<file path="src/rtl/adsr_pkg.sv">
// Shared state encoding, width defaults and level helpers for the ADSR
// envelope generator and its VCA.
package adsr_pkg;

    localparam int DEF_SAMPLE_W = 16;
    localparam int DEF_ENV_W    = 16;
    localparam int DEF_STEP_W   = 16;

    typedef enum logic [2:0] {
        ST_IDLE    = 3'd0,
        ST_ATTACK  = 3'd1,
        ST_DECAY   = 3'd2,
        ST_SUSTAIN = 3'd3,
        ST_RELEASE = 3'd4
    } adsr_state_t;

    // Full-scale envelope level for an envelope of the given width (width < 32).
    function automatic int unsigned env_max(input int width);
        return (32'd1 << width) - 32'd1;
    endfunction

endpackage

</file>
<file path="src/rtl/adsr_vca.sv">
// Envelope-controlled amplifier: signed sample times unsigned level, floor
// shifted back to sample width and registered with a one-clock valid strobe.
module adsr_vca
    import adsr_pkg::*;
#(
    parameter int SAMPLE_W = DEF_SAMPLE_W,
    parameter int ENV_W    = DEF_ENV_W
) (
    input  logic                clk,
    input  logic                reset,
    input  logic                in_ready,
    input  logic [SAMPLE_W-1:0] sample_in,
    input  logic [ENV_W-1:0]    env,
    output logic [SAMPLE_W-1:0] sample_out,
    output logic                out_ready
);
    localparam int PROD_W = SAMPLE_W + ENV_W + 1;

    logic signed [PROD_W-1:0]   w_prod_p0;
    logic signed [SAMPLE_W-1:0] w_scaled_p0;
    logic signed [SAMPLE_W-1:0] r_sample_p1;
    logic                       r_vld_p1;

    // The zero-extended level keeps the product signed; the result always fits SAMPLE_W.
    assign w_prod_p0   = $signed(sample_in) * $signed({1'b0, env});
    assign w_scaled_p0 = SAMPLE_W'(w_prod_p0 >>> ENV_W);

    // Stage p0 -> p1: register scaled sample, hold it between strobes.
    always_ff @(posedge clk or negedge reset) begin
        if (!reset) begin
            r_sample_p1 <= '0;
            r_vld_p1    <= 1'b0;
        end else begin
            r_vld_p1 <= in_ready;
            if (in_ready) begin
                r_sample_p1 <= w_scaled_p0;
            end
        end
    end

    assign sample_out = r_sample_p1;
    assign out_ready  = r_vld_p1;

endmodule

</file>
<file path="src/rtl/adsr_env_gen.sv">
// Gated ADSR envelope generator with programmable step sizes and sustain
// level, advancing once per sample strobe and driving an integrated VCA.
module adsr_env_gen
    import adsr_pkg::*;
#(
    parameter int SAMPLE_W = DEF_SAMPLE_W,
    parameter int ENV_W    = DEF_ENV_W,
    parameter int STEP_W   = DEF_STEP_W
) (
    input  logic                clk,
    input  logic                reset,
    input  logic                gate,
    input  logic                in_ready,
    input  logic [SAMPLE_W-1:0] sample_in,
    input  logic [STEP_W-1:0]   attack_step,
    input  logic [STEP_W-1:0]   decay_step,
    input  logic [ENV_W-1:0]    sustain_level,
    input  logic [STEP_W-1:0]   release_step,
    output logic [SAMPLE_W-1:0] sample_out,
    output logic                out_ready,
    output logic [ENV_W-1:0]    env_level,
    output logic                active
);
    localparam int               EXT_W   = ENV_W + 1;
    localparam logic [ENV_W-1:0] ENV_MAX = ENV_W'(env_max(ENV_W));

    adsr_state_t      r_state;
    logic [ENV_W-1:0] r_env;
    logic             r_gate_q;

    logic             w_rise;
    logic             w_fall;
    adsr_state_t      w_state_edge;
    logic [EXT_W-1:0] w_env_ext;
    logic [EXT_W-1:0] w_att_sum;
    logic [EXT_W-1:0] w_dec_floor;
    logic [EXT_W-1:0] w_rel_ext;
    logic [ENV_W-1:0] w_dec_diff;
    logic [ENV_W-1:0] w_rel_diff;

    assign w_rise = gate & ~r_gate_q;
    assign w_fall = ~gate & r_gate_q;

    // Gate edges resolve first; a coincident strobe then uses the new state's rule.
    always_comb begin
        w_state_edge = r_state;
        if (w_rise) begin
            w_state_edge = ST_ATTACK;
        end else if (w_fall && (r_state == ST_ATTACK || r_state == ST_DECAY ||
                                r_state == ST_SUSTAIN)) begin
            w_state_edge = ST_RELEASE;
        end
    end

    // One extra bit lets saturation be detected without wrap.
    assign w_env_ext   = {1'b0, r_env};
    assign w_att_sum   = w_env_ext + EXT_W'(attack_step);
    assign w_dec_floor = {1'b0, sustain_level} + EXT_W'(decay_step);
    assign w_rel_ext   = EXT_W'(release_step);
    assign w_dec_diff  = r_env - ENV_W'(decay_step);
    assign w_rel_diff  = r_env - ENV_W'(release_step);

    always_ff @(posedge clk or negedge reset) begin
        if (!reset) begin
            r_state  <= ST_IDLE;
            r_env    <= '0;
            r_gate_q <= 1'b0;
        end else begin
            r_gate_q <= gate;
            r_state  <= w_state_edge;
            if (in_ready) begin
                case (w_state_edge)
                    ST_ATTACK: begin
                        if (attack_step == '0 || w_att_sum >= {1'b0, ENV_MAX}) begin
                            r_env   <= ENV_MAX;
                            r_state <= ST_DECAY;
                        end else begin
                            r_env <= w_att_sum[ENV_W-1:0];
                        end
                    end
                    ST_DECAY: begin
                        if (decay_step == '0 || w_env_ext <= w_dec_floor) begin
                            r_env   <= sustain_level;
                            r_state <= ST_SUSTAIN;
                        end else begin
                            r_env <= w_dec_diff;
                        end
                    end
                    ST_SUSTAIN: begin
                        r_env <= sustain_level;
                    end
                    ST_RELEASE: begin
                        if (release_step == '0 || w_env_ext <= w_rel_ext) begin
                            r_env   <= '0;
                            r_state <= ST_IDLE;
                        end else begin
                            r_env <= w_rel_diff;
                        end
                    end
                    default: begin
                        r_env   <= '0;
                        r_state <= ST_IDLE;
                    end
                endcase
            end
        end
    end

    assign env_level = r_env;
    assign active    = (r_state != ST_IDLE);

    // The VCA scales by the level held before this strobe's update.
    adsr_vca #(
        .SAMPLE_W (SAMPLE_W),
        .ENV_W    (ENV_W)
    ) u_vca (
        .clk        (clk),
        .reset      (reset),
        .in_ready   (in_ready),
        .sample_in  (sample_in),
        .env        (r_env),
        .sample_out (sample_out),
        .out_ready  (out_ready)
    );

endmodule

</file>
<file path="config.mk">
export PLATFORM = sky130hd
export DESIGN_NAME = adsr_env_gen
export DESIGN_NICKNAME = d
export VERILOG_FILES = /design/src/rtl/adsr_pkg.sv /design/src/rtl/adsr_vca.sv /design/src/rtl/adsr_env_gen.sv
export SDC_FILE = /design/constraint.sdc
export NUM_CORES = 1
export LEC_CHECK = 0
export CAP_MARGIN = 20
export CORE_MARGIN = 10
export CORE_UTILIZATION = 61
export DETAILED_ROUTE_END_ITERATION = 8
export GPL_ROUTABILITY_DRIVEN = 0
export HOLD_SLACK_MARGIN = 0.06
export PLACE_DENSITY_LB_ADDON = 0.05
export SLEW_MARGIN = 10
export SYNTH_ARGS = -nofsm -noshare
export SYNTH_HDL_FRONTEND = slang
export SYNTH_SLANG_ARGS = --single-unit
</file>
<file path="constraint.sdc">
create_clock -name clk -period 8.85 [get_ports clk]
set_input_delay 0.885 -clock clk [delete_from_list [all_inputs] [get_ports clk]]
set_output_delay 0.885 -clock clk [all_outputs]
set_load 0.1 [all_outputs]
</file>
==> impl_summary.md, run 1 <==
Status
The flow ran to the end, and the final reports show no timing, DRC or antenna violations.

Placement
Before CTS, the worst setup slack after placement is 1.14 ns. During placement, the flow inserted port buffers numbering 117. Detailed placement finished with a half-perimeter wire length of 29.1 mm.

STA
The sum of negative setup slack is 0 ns. Setup repair after global routing left no endpoint under its margin. Setup violations remaining at the end of the flow were counted as 0. The final max-slew violation count is 0. The actual transition at the worst max-transition pin is 1.06 ns.

The clock period could shrink to 7.43 ns. Of the available clock period, the critical path in the final layout requires 84.0%. Across all setup checks in the final design, the least slack found is 1.42 ns. In this run the tightest slew margin relative to its limit is 29.5%.

The highest clock frequency the design can meet is 135 MHz. The final count of hold timing violations came to 0. Clock skew on the completed layout was measured at 0.00505 ns.

Clock network
In this run the number of H-tree levels came out at 2. Buffers added to address setup during post-CTS repair amount to 0. TritonCTS built the clock tree. Clock tree synthesis selected as its root buffer the cell clkbuf_16. The quantity of gates resized following cts is 0. Counting along the longest clock path gives a buffer depth of 2. The clock insertion delay at the later pin of the skew report is 0.29 ns.

Clock-pin slew was measured on the worst setup and hold paths at 0.06 ns. The number of buffers created by CTS is 5. Buffers inserted to repair hold after CTS numbered 0. The number of sinks driven by the clock tree is 37.

Die
The die is 167 um tall. The area of the core region is 0.0212 mm^2. The floorplan has 53 rows. The initial utilization of the core area, before any placement, comes to 62.4%. Measured along the x axis, the die boundary spans 167 um.

The I/O pin count is 118. The die area is 0.0280 mm^2.

Finish
The net count of the finished layout is 2089. The area used by multi-input combinational logic is 0.0111 mm^2. Fill cells in the final layout number 1804. In the layout the commonest cells are 279 x inv_1, 197 x fa_1, 193 x ha_1, 154 x nand2_1, 119 x and2_1. In the final layout, the share of cells above drive strength 1 is 2.91%. Across the whole layout, storage elements account for 926 um^2. The area growth from synthesis to layout is 11.8%. Leaving out fill and tap cells, the most frequent cell in the layout is inv_1.

The antenna diode count is 0.

Global route
The number of antenna violations at the first check in global routing is 0. The first global-routing pass estimated 60.0 mm of wire. The via count of the first global-routing pass is 11.8k. For this run the aggregate overflow at the end of global routing stands at 0. The total routing resource utilization after global routing is 25.7%.

The largest net degree at the start of global routing is 38.

Logic synthesis
The main flop type after synthesis is dfrtp_1. The count of flip-flops with a built-in enable after synthesis is 0. Counting every instance in the synthesized netlist gives 1525. The share of the yosys chip area belonging to registers is 6.99%. Each instance of the synthesized netlist takes up on average 8.69 um^2. The post-synthesis instance area is 0.0133 mm^2.

The number of flip-flops and latches in the synthesized netlist is 37. The post-synthesis net count is 1999. In this run, distinct cell masters in the synthesized netlist total 71.

The total of warnings raised by yosys is 0. The share of async-settable or async-resettable flops after synthesis is 100%.

Detailed routing
The routed design has 35.6 mm of wire. The detailed router finished its first iteration with 730 violations. Dividing the detail-routed wire length by the instance count gives 18.8 um.

The via total after detailed routing is 11.0k. The via count normalized by instance count is 5.82. The detailed-router iteration count before antenna repair is 5.

The post-detailed-route count of antenna-violating nets is 0. In the routed design, unresolved DRC markers number 0.

Worst setup path
The worst register-to-register path begins at env_level[8]$_DFFE_PN0P_. The setup path with the least slack is of type input pin to flip-flop. The critical path startpoint category is an input pin. The required time at the worst-slack endpoint is 9.02 ns. The worst setup path is captured at a flip-flop. In this run the worst setup path begins at sample_in[10].

Along the worst path, the maximum fanout reaches 16. For the worst setup path, the data arrival time is 7.60 ns.

Run
The tool flagged a number of max-cap violations equal to 0.

Worst hold path
In this run the most critical hold path is launched from u_vca.sample_out[9]$_DFFE_PN0P_. The classification of the worst-slack hold path is flip-flop to flip-flop.
## stage by stage
stage	hold slack, ns	std cells	instance area [um^2]	utilization, %
after floorplan	0.538	1525	13300	-
after global placement	0.478	1883	14700	69.1
after detailed placement	0.497	1883	14700	69.1
after CTS	0.509	1891	14800	69.8
after global routing	0.527	1891	14800	69.8
final	0.507	1891	14800	69.8
## final cells by class
cell class / instances / share of cell area [%]
well taps: 275 / 2.32
flip-flops and latches: 37 / 6.25
clock buffers: 5 / 0.845
inverters: 280 / 7.09
clock inverters: 3 / 0.118
multi-input cells: 1163 / 74.9
repair buffers: 128 / 8.43
## critical path, stage by stage
cell and delay [ns]:
clkdlybuf4s50_1 0.77, and2_1 0.34, fa_1 0.54, inv_1 0.06, fa_1 0.52, inv_1 0.05
fa_1 0.50, fa_1 0.44, fa_1 0.52, fa_1 0.42, ha_1 0.32, a21oi_1 0.27
o2111ai_1 0.19, a41oi_2 0.27, nor3_1 0.15, a221o_1 0.40, a31o_4 0.31, a221oi_4 0.29
xnor2_1 0.09, mux2_2 0.26
## registers in the layout, indices dropped and copies added, names as in the netlist
signal / count
r_gate_q: 1
r_state: 3
u_vca.sample_out: 16
env_level: 16
u_vca.out_ready: 1
## cell families after synthesis
group,after synthesis,synth area share [%]
XOR/XNOR,70,4.63
buffers and inverters,325,9.23
AO/OA/AOI/OAI,234,12.3
AND/OR/NAND/NOR,450,17.3
adder cells (fa/ha/maj),391,48.1
multiplexers,18,1.48
flip-flops,37,6.99
## synthesized netlist by cell type (all sizes together) (7+ instances only)
cell type  count  area [um^2]
and3          13         81.3
and2         119          744
o21ai         35          175
o21a          14          105
xnor2         48          420
nor3          22          110
a21o          26          195
nor2b         15         93.8
nand3         13         65.1
ha           193         2410
fa           197         3940
a31oi         10         62.6
o211ai         8         60.1
mux2          13          146
dfrtp         37          926
nor4          15         93.8
clkbuf        41          154
a211oi         7         52.6
or3            9         56.3
nand2        154          578
nor2          47          176
inv          279         1050
a21oi         64          320
xor2          22          193
nand4         12         75.1
nand2b        15         93.8
## final timing paths
kind / end / slack, ns / cells past startpoint
setup / recovery: u_vca.sample_out[14]$_DFFE_PN0P_ / 1.42 / 20
hold / removal: u_vca.sample_out[9]$_DFFE_PN0P_ / 0.51 / 1
setup reg to reg: u_vca.sample_out[14]$_DFFE_PN0P_ / 1.92 / 18
hold reg to reg: u_vca.sample_out[9]$_DFFE_PN0P_ / 0.51 / 1
max in group asynchronous: r_state[2]$_DFF_PN0_ / 7.58 / 1
min in group asynchronous: u_vca.sample_out[4]$_DFFE_PN0P_ / 0.72 / 1
## layer usage
layer	vias up	GRT usage (%)	wire length, um
met5	-	0	0
met1	5366	32.0	14700
met3	68	2.95	2210
li1	5180	-	-
met4	0	7.42	1010
met2	385	45.8	17700
Power of run 1 is not shown: default switching activity piles up to over one toggle a cycle in this logic, so the estimate is an artifact.
==> inputs of run 2 (changes only) <==
==> constraint.sdc (replaced) <==
create_clock -name clk -period 6.9 [get_ports clk]
set_input_delay 0.69 -clock clk [delete_from_list [all_inputs] [get_ports clk]]
set_output_delay 0.69 -clock clk [all_outputs]
set_load 0.1 [all_outputs]
==> run 2 against run 1 <==
  * Sequential cell count did not move
  * First-iteration DRC count is 12% higher
  * Cell count up 2.8%
  * Clock-buffer cell count unchanged
  * Register-to-register slack got worse by 1.6 ns
  * Cell area up 3.8%
  * Global-route usage rose by 0.95 points
  * Non-clock buffer count is 53 higher
  * Die area unchanged
  * Clock skew is 0.00074 ns higher
  * Critical path type unchanged
  * Critical path depth increased by 3
  * Largest cell class unchanged
  * Via count increased by 3.8%
==> impl_summary.md, run 2 (synthesized netlist as in run 1, its figures left out) <==
Die
The core region is 0.0212 mm^2. The effective utilization at floorplan is 62.4%. The die area is 0.0280 mm^2. From left edge to right edge, the die measures 167 um.

118 I/O pins were placed. In this run the vertical extent of the chip is 167 um. The placement row count is 53.

Worst setup path
Of all nets on the critical path, the largest fanout is 12. The required time at the worst-slack endpoint is 7.09 ns. The data arrival time of the critical path is 6.88 ns. The nature of the critical path endpoint is a flip-flop. The critical path startpoint category is an input pin.

The critical path is of the input pin to flip-flop type.

Finish
The number of antenna diodes in the final layout is 0. The final standard cell count with taps included and fillers excluded is 1944. Cells fill 72.4% of the core in the end.

The number of nets in the layout is 2142. Relative to the synthesized area, the layout overhead comes to 16.0%. The leading cell type in the layout, fill and taps excluded is inv_1. Of the cells placed in the final design, the portion with a size suffix greater than 1 is 6.65%. The library cells used most frequently in the layout, excluding fill and tap cells, are 278 x inv_1, 194 x fa_1, 191 x ha_1, 154 x nand2_1, 119 x and2_1. The total of fill cells in the finished design is 1697.

Global route
The via count of the first global-routing pass is 12.3k. Global routing used 26.7% of the available tracks across all layers. Entering global routing, the biggest net connects 38 pins. The sum of overflow across all layers after global routing is 0. The wire length of the first global-routing pass is 61.7 mm. The number of antenna violations at the first check in global routing is 0.

STA
The highest clock frequency the design can meet is 149 MHz. Of the available clock period, the critical path in the final layout requires 97.0%. Setup violations remaining at the end of the flow were counted as 0. The clock arrives with 0.00579 ns of skew. The minimum period implied by the final worst setup slack is 6.70 ns. The final max-slew violation count is 0.

The worst hold margin is 0.509 ns. The remaining max-slew budget at the tightest pin is 32.0%. The final count of hold timing violations came to 0. For the pin with the worst max-slew slack, the measured transition is 1.02 ns.

Clock network
Clock tree synthesis found a total of 37 sinks. The root buffer cell chosen for the clock tree is clkbuf_16. The deepest clock path buffer count is 2.

TritonCTS built the clock tree. TritonCTS created 5 clock buffers. Hold repair after CTS inserted 0 buffers.

The number of levels in the clock H-tree is 2. After clock tree synthesis, the clock-pin slew on the worst setup and hold paths is 0.06 ns. The clock insertion delay at the later pin of the skew report is 0.30 ns.

Run
Max-cap violations in this run came to 0.

Detailed routing
The via count normalized by instance count is 5.87. For this run, design rule violations remaining after detail routing come to 0. For this block, the via count after detailed routing is 11.4k. The final routed wirelength across all metal layers is 37.6 mm. The final routed wire length divided by cell count is 19.3 um. The first TritonRoute pass finished after 7 iterations.

The number of DRC markers after the initial detailed-route iteration is 818. The post-detailed-route count of antenna-violating nets is 0.

Worst hold path
The worst hold path belongs to the class flip-flop to flip-flop.

Placement
In this run the tool buffered the top-level ports with 117 buffer cells. The detailed placer's ending HPWL is 30.6 mm. The total placed cells including tap cells is 1930.

Status
The flow ran to the end, and the final reports show no timing, DRC or antenna violations.
-- run 2: cell count changes in the layout (fill, tap and decap cells not counted), sizes merged --
cell	before	now
dlymetal6s2s	0	6
bufinv	0	2
clkinvlp	1	0
buf	12	65
clkinv	3	2
clkdlybuf4s50	116	109
dlygate4sd2	0	1
-- run 2: through the flow --
stage	setup TNS (ns)	worst slack, ns	area, um^2
global placement	-1.67	-0.237	15000
global route	-0.0207	-0.0207	15400
CTS	0	0.0172	15200
detailed placement	-2.51	-0.311	15000
finish	0	0.205	15400
floorplan	0	0.0965	13300
-- run 2: metal layers --
layer | wire length, um | up-vias | share of wire, % | global-route usage [%]
met5 | 0 | - | 0 | 0
met3 | 2520 | 88 | 6.7 | 3.89
li1 | - | 5291 | - | -
met2 | 18900 | 423 | 50 | 47.2
met1 | 15100 | 5618 | 40 | 32.4
met4 | 1120 | 0 | 3.0 | 8.97
-- run 2: area by class of cell --
type                    instances  area, um^2  share of cell area (%)
repair buffers                181        1690                    11.0
clock buffers                   5         125                   0.814
inverters                     280        1050                    6.84
well taps                     275         344                    2.24
flip-flops and latches         37         926                    6.02
clock inverters                 3        65.1                   0.423
multi-input cells            1163       11200                    72.7
-- run 2: worst paths after layout --
check / start / endpoint / slack (ns) / cells after the start
worst max register to register: env_level[5]$_DFFE_PN0P_ / u_vca.sample_out[14]$_DFFE_PN0P_ / 0.33 / 22
min in group asynchronous: reset / u_vca.sample_out[4]$_DFFE_PN0P_ / 0.54 / 1
max in group asynchronous: reset / env_level[10]$_DFFE_PN0P_ / 5.76 / 1
worst min-delay path: u_vca.sample_out[1]$_DFFE_PN0P_ / u_vca.sample_out[1]$_DFFE_PN0P_ / 0.51 / 2
worst min register to register: u_vca.sample_out[1]$_DFFE_PN0P_ / u_vca.sample_out[1]$_DFFE_PN0P_ / 0.51 / 2
worst max-delay path: sample_in[5] / u_vca.sample_out[14]$_DFFE_PN0P_ / 0.20 / 23
-- run 2: what timing repair did --
item,CTS,global route
endpoints found under the setup margin,3,10
gates cloned,0,1
setup buffers,0,5
resized for setup,2,24
pin swaps,0,19
-- run 2: worst max-delay path, stage by stage --
cell             delay [ns]
clkdlybuf4s50_1        0.42
buf_6                  0.15
and2_1                 0.15
fa_1                   0.51
inv_1                  0.06
fa_1                   0.55
fa_1                   0.45
fa_1                   0.55
inv_1                  0.05
fa_1                   0.47
inv_1                  0.05
fa_1                   0.47
inv_1                  0.06
ha_4                   0.23
a21oi_4                0.15
o2111ai_2              0.13
a41oi_2                0.29
nor3_2                 0.12
a221o_1                0.40
a31o_4                 0.31
a221oi_4               0.28
xnor2_1                0.09
mux2_2                 0.26
Power of run 2 is left out for the same reason.
